File: src/rtl/wb_arbiter.sv
// wb_arbiter: register-file write-port arbiter between a single-cycle ALU
// result path and a queued multi-cycle (MDU) result path.
//  - ALU results win the write port; MDU results wait in a small FIFO.
//  - A starve counter forces a one-cycle ALU stall so the FIFO head drains.
//  - Optional pending-register mask, built only with WB_PENDING_MASK_EN.
module wb_arbiter #(
  parameter int FIFO_DEPTH   = 4,
  parameter int STARVE_LIMIT = 8
) (
  input  logic        clk_i,
  input  logic        rst_i,
  input  logic        alu_valid_i,
  input  logic [4:0]  alu_addr_i,
  input  logic [31:0] alu_data_i,
  input  logic        mdu_valid_i,
  input  logic [4:0]  mdu_addr_i,
  input  logic [31:0] mdu_data_i,
  output logic        mdu_ready_o,
  output logic        stall_o,
  output logic        RegWrite_o,
  output logic [4:0]  RDaddr_o,
  output logic [31:0] RDdata_o,
  output logic [31:0] pending_o
);
  localparam int AW = $clog2(FIFO_DEPTH);
  localparam int SW = $clog2(STARVE_LIMIT + 1);
  localparam logic [AW:0]   DEPTH_C     = (AW+1)'(FIFO_DEPTH);
  localparam logic [SW-1:0] STARVE_LAST = SW'(STARVE_LIMIT - 1);

  logic [4:0]    fifo_addr_q [FIFO_DEPTH];
  logic [31:0]   fifo_data_q [FIFO_DEPTH];
  logic [AW-1:0] rd_ptr_q, wr_ptr_q;
  logic [AW:0]   count_q, count_d;
  logic [SW-1:0] starve_q, starve_d;
  logic          stall_q, stall_d;
  logic          we_q, we_d;
  logic [4:0]    waddr_q, waddr_d;
  logic [31:0]   wdata_q, wdata_d;

  logic fifo_empty, alu_take, head_sel, enq;

  // Address-0 results are accepted but dropped; a stalled ALU is ignored.
  assign fifo_empty  = (count_q == '0);
  assign mdu_ready_o = !rst_i && (count_q < DEPTH_C);
  assign alu_take    = !stall_q && alu_valid_i && (alu_addr_i != 5'd0);
  assign head_sel    = !fifo_empty && !alu_take;
  assign enq         = mdu_valid_i && mdu_ready_o && (mdu_addr_i != 5'd0);

  assign stall_o    = stall_q;
  assign RegWrite_o = we_q;
  assign RDaddr_o   = waddr_q;
  assign RDdata_o   = wdata_q;

  // Pick this cycle's write source; address/data hold when nothing writes.
  always_comb begin
    we_d    = 1'b0;
    waddr_d = waddr_q;
    wdata_d = wdata_q;
    if (alu_take) begin
      we_d    = 1'b1;
      waddr_d = alu_addr_i;
      wdata_d = alu_data_i;
    end else if (head_sel) begin
      we_d    = 1'b1;
      waddr_d = fifo_addr_q[rd_ptr_q];
      wdata_d = fifo_data_q[rd_ptr_q];
    end
  end

  // Occupancy: push and pop in the same cycle cancel out.
  always_comb begin
    count_d = count_q;
    if (enq && !head_sel)      count_d = count_q + (AW+1)'(1);
    else if (!enq && head_sel) count_d = count_q - (AW+1)'(1);
  end

  // Count cycles the head is blocked; on the limit fire a one-cycle stall.
  always_comb begin
    starve_d = starve_q;
    stall_d  = 1'b0;
    if (fifo_empty || head_sel) begin
      starve_d = '0;
    end else if (starve_q == STARVE_LAST) begin
      starve_d = '0;
      stall_d  = 1'b1;
    end else begin
      starve_d = starve_q + SW'(1);
    end
  end

  // Control and write-port registers.
  always_ff @(posedge clk_i) begin
    if (rst_i) begin
      rd_ptr_q <= '0;
      wr_ptr_q <= '0;
      count_q  <= '0;
      starve_q <= '0;
      stall_q  <= 1'b0;
      we_q     <= 1'b0;
      waddr_q  <= '0;
      wdata_q  <= '0;
    end else begin
      if (head_sel) rd_ptr_q <= rd_ptr_q + AW'(1);
      if (enq)      wr_ptr_q <= wr_ptr_q + AW'(1);
      count_q  <= count_d;
      starve_q <= starve_d;
      stall_q  <= stall_d;
      we_q     <= we_d;
      waddr_q  <= waddr_d;
      wdata_q  <= wdata_d;
    end
  end

  // FIFO payload storage; validity is tracked by the pointers/count.
  always_ff @(posedge clk_i) begin
    if (enq) begin
      fifo_addr_q[wr_ptr_q] <= mdu_addr_i;
      fifo_data_q[wr_ptr_q] <= mdu_data_i;
    end
  end

`ifdef WB_PENDING_MASK_EN
  logic [FIFO_DEPTH-1:0] slot_vld_q;

  // Per-slot occupancy so stale payload never shows up in the mask.
  always_ff @(posedge clk_i) begin
    if (rst_i) begin
      slot_vld_q <= '0;
    end else begin
      if (enq)      slot_vld_q[wr_ptr_q] <= 1'b1;
      if (head_sel) slot_vld_q[rd_ptr_q] <= 1'b0;
    end
  end

  // OR together the target registers of all occupied slots.
  always_comb begin
    pending_o = '0;
    for (int i = 0; i < FIFO_DEPTH; i++) begin
      if (slot_vld_q[i]) pending_o[fifo_addr_q[i]] = 1'b1;
    end
    pending_o[0] = 1'b0;
  end
`else
  assign pending_o = '0;
`endif

endmodule

File: config.mk
export PLATFORM = sky130hd
export DESIGN_NAME = wb_arbiter
export DESIGN_NICKNAME = d
export VERILOG_FILES = /design/src/rtl/wb_arbiter.sv
export SDC_FILE = /design/constraint.sdc
export NUM_CORES = 1
export LEC_CHECK = 0
export ABC_AREA = 0
export BUFFER_PORTS_ARGS = -buffer_cell sky130_fd_sc_hd__buf_4
export CORE_UTILIZATION = 55
export CTS_CLUSTER_DIAMETER = 200
export DETAILED_ROUTE_END_ITERATION = 10
export PLACE_DENSITY = 0.81
export SLEW_MARGIN = 10
export SYNTH_ARGS = -nofsm -noshare
export SYNTH_HDL_FRONTEND = slang
export SYNTH_SLANG_ARGS = --single-unit
File: constraint.sdc
create_clock -name clk_i -period 2.8 [get_ports clk_i]
set_input_delay 0.28 -clock clk_i [delete_from_list [all_inputs] [get_ports clk_i]]
set_output_delay 0.28 -clock clk_i [all_outputs]
set_load 0.01 [all_outputs]
# [Yosys cells after proc, flatten, opt, wreduce, memory -nomap -nowiden]
# Memories as Yosys holds them, arrays and structs flattened. A register that Yosys moved wholly into a read port is not among the register bits.
# Index checks and enable logic that the tools add are counted.
[word_totals] reg_bits=50 ramBits=148 in_bits=78 output_inout_bits=72 wordCells=54 mem_count=2
[classes] addsub=5 order_cmp=1 eq_ne=1 muxes=15 reduce_logical=22
[memory_table] memory="fifo_data_q" words=4 word_bits=32 rd=1 rd_clocked_by_memory_dff=1 wr=1 line_no="31" rtl="logic [31:0] fifo_data_q [FIFO_DEPTH];"
[memory_table] memory="fifo_addr_q" words=4 word_bits=5 rd=1 rd_clocked_by_memory_dff=1 wr=1 line_no="30" rtl="logic [4:0] fifo_addr_q [FIFO_DEPTH];"
[op_table] operator="2-to-1 mux 32 bit" count=2
[op_table] operator="2-to-1 mux 5 bit" count=2
[op_table] operator="nonzero test 5 bit" count=2
[op_table] operator="logical AND 1 bit" count=8
[op_table] operator="2-to-1 mux 2 bit" count=4
[op_table] operator="logical NOT 1 bit" count=6
[op_table] operator="2-to-1 mux 3 bit" count=2
[op_table] operator="2-to-1 mux 1 bit" count=5
[op_table] operator="adder 2 x 1 -> 2 bit (second input constant)" count=2
[op_table] operator="adder 4 x 1 -> 4 bit (second input constant)" count=1
[op_table] operator="equality test 4 x 3 -> 1 bit (second input constant)" count=1
[op_table] operator="nonzero test 2 bit" count=2
[op_table] operator="adder 3 x 1 -> 3 bit (second input constant)" count=1
[op_table] operator="logical NOT 3 bit" count=1
[op_table] operator="< comparator 3 bit (second input constant)" count=1
[op_table] operator="OR reduction 3 bit" count=1
[op_table] operator="subtractor 3 x 1 -> 3 bit (second input constant)" count=1
[op_table] operator="OR reduction 2 bit" count=1
[op_table] operator="logical OR 1 bit" count=1

# [Longest topological paths before layout]
[logic_depth] word_depth=8 ltp_mapped=10 depth_no_buf=9

# [Worst setup path after synthesis]
# OpenSTA, ideal clock, no wires.
[synth_timing] path_type="register to register" from="register count_q[0]" to="register count_q[2]" setup_ps=71 arrival_time_ps=2359 required_time_ps=2729 setup_slack_ps=370 stages_incl_launch_ff=11 n_path_buf=2 path_cell_list="dfxtp_1 -> or3_1 -> clkbuf_1 -> clkbuf_1 -> nand2_1 -> ha_1 -> inv_1 -> fa_1 -> xor2_1 -> or3_1 -> a21oi_1"
[synth_via] elab_chain_len=7
[synth_lines] item="start, declared" line_no="33" rtl="logic [AW:0] count_q, count_d;"
[synth_lines] item="start signal, assigned" line_no="105" rtl="count_q <= count_d;"
[synth_lines] item="< comparator 3 bit" line_no="44" rtl="assign mdu_ready_o = !rst_i && (count_q < DEPTH_C);"
[synth_lines] item="logical AND 1 bit" line_no="44"
[synth_lines] item="logical AND 1 bit (2 in series)" line_no="47" rtl="assign enq = mdu_valid_i && mdu_ready_o && (mdu_addr_i != 5'd0);"
[synth_lines] item="logical NOT 1 bit" line_no="74" rtl="else if (!enq && head_sel) count_d = count_q - (AW+1)'(1);"
[synth_lines] item="logical AND 1 bit" line_no="74"
[synth_lines] item="nonzero test 2 bit (no source line)"
# Parallel ways exist; a longest one is shown, timed or not. The select of a mux whose other input is x is not followed.
# A chain may end at the register's enable or synchronous reset.

# [Worst setup path after layout]
[layout_timing] from="register stall_q (netlist: stall_o)" to="register wdata_q[26] (netlist: RDdata_o[26])"
[layout_via] elab_chain_len=6
[layout_lines] item="start, declared" line_no="35" rtl="logic stall_q, stall_d;"
[layout_lines] item="start signal, assigned" line_no="107" rtl="stall_q <= stall_d;"
[layout_lines] item="logical NOT 1 bit *" line_no="45" rtl="assign alu_take = !stall_q && alu_valid_i && (alu_addr_i != 5'd0);"
[layout_lines] item="logical AND 1 bit * (2 in series)" line_no="45"
[layout_lines] item="logical NOT 1 bit" line_no="46" rtl="assign head_sel = !fifo_empty && !alu_take;"
[layout_lines] item="logical AND 1 bit" line_no="46"
[layout_lines] item="nonzero test 2 bit (no source line)"
[layout_lines] item="end signal, assigned" line_no="110" rtl="wdata_q <= wdata_d;"
[layout_lines] item="end, declared" line_no="38" rtl="logic [31:0] wdata_q, wdata_d;"
# Every way passes the cells marked *; elsewhere a longest branch is shown, timed or not.

==> results.cfg <==
[critical_path]
cp_slowest_cell = o21a_1
timing.rr.start = stall_o
critical_path_class = reg2reg
r2r-end = RDdata_o[26]
endpoint_kind = flip-flop
r2r_cells = 5
worstSetupStartpointType = flip-flop
rrSetupSlack_ns = 0.44
path_max_fanout = 22
crit_arrival_ns = 2.69
path_cells = nor2b_1 -> o21a_1 -> buf_4 -> a21oi_1 -> a211oi_1
critPathMaxStageDelay_ns = 0.73
cp.required_ns = 3.12

[power]
ir_worst_vdd_v = 0.0005463
p_leak_nw = 3.432
total_power_mw = 7.862
p_comb_share_pct = 21.9
internal-power_mw = 5.687
swShare_pct = 27.66
powerDensity_nw_per_um2 = 835.8
power.switching_mw = 2.175
seqPwrFrac_pct = 45.7
clockPowerShare_pct = 32.4

[timing]
fin_crit_sh_pct = 84.36
rsz0062_at_grt = false
whs_ns = 0.05173
slew_violations = 0
worst_pin_slew_ns = 1.070
finalSetupTns_ns = 0
clock_skew_ns = 0.007282
max_slew_margin_pct = 28.66
fmax_mhz = 423.3
setup_ws_ns = 0.4379
hold_violations = 0
min_period_ns = 2.362
setup_viol = 0

[detailed_routing]
drtPass1Iterations = 5
top_layer = met4
drtAntennaViolNets = 0
avgRoutedWirePerCell_um = 20.24
drtIter0Drc = 344
route.detailed.drc = 0
route.met3.wl_um = 1027
vias_per_cell = 5.778
wl_met2_um = 8661
met1_length_um = 6336
routed_wl_um = 16440
vias = 4692

[logic_synthesis]
synth_area_leaders = edfxtp_1 57%, dfxtp_1 13%, mux4_2 11%
yosys_warnings = 0
netlist.area_leader.share_pct = 56.69
synth_common_cells = 148 x edfxtp_1, 52 x dfxtp_1, 45 x nor2_1
seq_area_frac_synth_pct = 69.96
yosysTopAreaCell = edfxtp_1
synthCells = 503
synth_flop_cell = edfxtp_1
post-synth-top-count-cell = edfxtp_1
synth_edf_count = 148
synth_async_sr_flop_share_pct = 0
synth_area_um2 = 7840
ys_ff_latch = 200
syn_avg_cell_area_um2 = 15.59
synth_cell_type_count = 39

[layout]
syn2layout_area_growth_pct = 19.98
antennaDiodeCount = 0
postLayoutCoreUtil_pct = 67.77
fill_cells = 915
drive_gt1_share_pct = 32.91
nets = 704

[global_route]
grtUsageTotal_pct = 23.47
overflow = 0
first_global_vias = 4763
grt_pass1_wl_um = 25090
grt_max_degree = 49
antenna_found_initial = 0

[floorplanning]
dieHeight_um = 121.4
fp-row-count = 43
initial_core_util_pct = 56.48
dieArea_um2 = 14740
ioPinCount = 150
core_um2 = 13880
die_x_um = 121.4

[placement]
place_hpwl_um = 10260
dp_slack_ns = 0.3864
io_buffers = 117
gp_congestion = 0.7462

[clocking]
cts_setup_buffers = 0
clkTransAtPathRegs_ns = 0.07
clock_sinks = 200
tritoncts = yes
cts_root_buf = clkbuf_16
hold_buffers = 0
clk_latency_ns = 0.43
cts_resized = 0
clockBufferDepth = 2
cts-htree-levels = 4
cts-buffers-inserted = 17

[worst_hold_path]
worstHoldPathCells = 1
hold_start = mdu_data_i[30]
hold_path.class = in2reg
min_to = fifo_data_q[3][30]

[outcome]
status = completed

[flow_run]
drv_cap = 0
-- cell type report --
class | count | area, µm² | share of cell area (%)
Tap cell | 180 | 225.2 | 2.394
Multi-Input combinational cell | 267 | 2095 | 22.27
Inverter | 5 | 18.77 | 0.1995
Clock inverter | 14 | 180.2 | 1.915
Sequential cell | 200 | 5488 | 58.34
Timing Repair Buffer | 128 | 960.9 | 10.22
Clock buffer | 18 | 439.2 | 4.669
-- sequential cells by signal, summed over array words and instances (netlist names), named ones only --
name         cells
stall_o          1
wr_ptr_q         2
count_q          3
RDdata_o        32
rd_ptr_q         2
fifo_addr_q     20
RDaddr_o         5
starve_q         4
RegWrite_o       1
fifo_data_q    128
-- power groups by stage --
stage / clock network [mW] / logic [mW] / registers (mW)
after floorplan: 0 / 1.11 / 3.62
after global placement: 0 / 1.66 / 3.63
after detailed placement: 0 / 1.71 / 3.65
after CTS: 2.56 / 1.73 / 3.59
after global routing: 2.66 / 1.85 / 3.62
final: 2.55 / 1.72 / 3.59
-- layer usage --
metal / up-vias / GRT usage, %
met5: - / 0
met4: 0 / 10.42
met3: 40 / 4.558
met2: 225 / 40.02
met1: 2353 / 29.08
li1: 2074 / -
-- worst max-delay path by stage --
| stage | from | end | slack (ns) |
|---|---|---|---|
| after global placement | mdu_addr_i[0] | count_q[2] | 0.55 |
| after CTS | stall_o | RDdata_o[26] | 0.44 |
| final | stall_o | RDdata_o[26] | 0.44 |
| after detailed placement | alu_valid_i | RDdata_o[26] | 0.39 |
| after floorplan | count_q[0] | count_q[2] | 0.37 |
| after global routing | count_q[2] | count_q[2] | 0.33 |
-- critical path, delay by kind of cell (launching register included) --
family | cells | cell delay [ns]
flops | 1 | 0.31
buf+inv | 1 | 0.42
compound gates | 3 | 1.10
simple gates | 1 | 0.42
-- metrics by stage --
step | instances | instance area (µm²)
global route | 812 | 9407
finish | 812 | 9407
CTS | 812 | 9407
floorplan | 534 | 7956
detailed placement | 780 | 8787
global placement | 780 | 8787
-- cell usage in the layout, fill, tap and decap left out, types with 2 or more instances in the layout --
cell type	count
edfxtp_1	148
buf_4	128
dfxtp_1	50
nor2_1	45
a21oi_1	40
nand2_1	37
mux4_2	37
a211oi_1	35
conb_1	32
clkbuf_16	17
ha_1	6
inv_1	5
clkinv_2	5
and2_2	4
xor2_1	4
bufinv_16	4
nand3_1	3
clkinvlp_4	3
or4_1	2
or3_1	2
mux2_2	2
a22oi_1	2
dfxtp_2	2
-- cells by family after synthesis --
family	count (synthesis)	share of synthesized area, %
AO/OA/AOI/OAI	84	6.814
XOR/XNOR	5	0.5585
adder cells (fa/ha/maj)	7	1.213
buffers and inverters	67	5.027
flip-flops	200	69.96
multiplexers	40	11.04
other	1	0.04783
AND/OR/NAND/NOR	99	5.330
No activity file was read; power rests on OpenSTA's default activity.
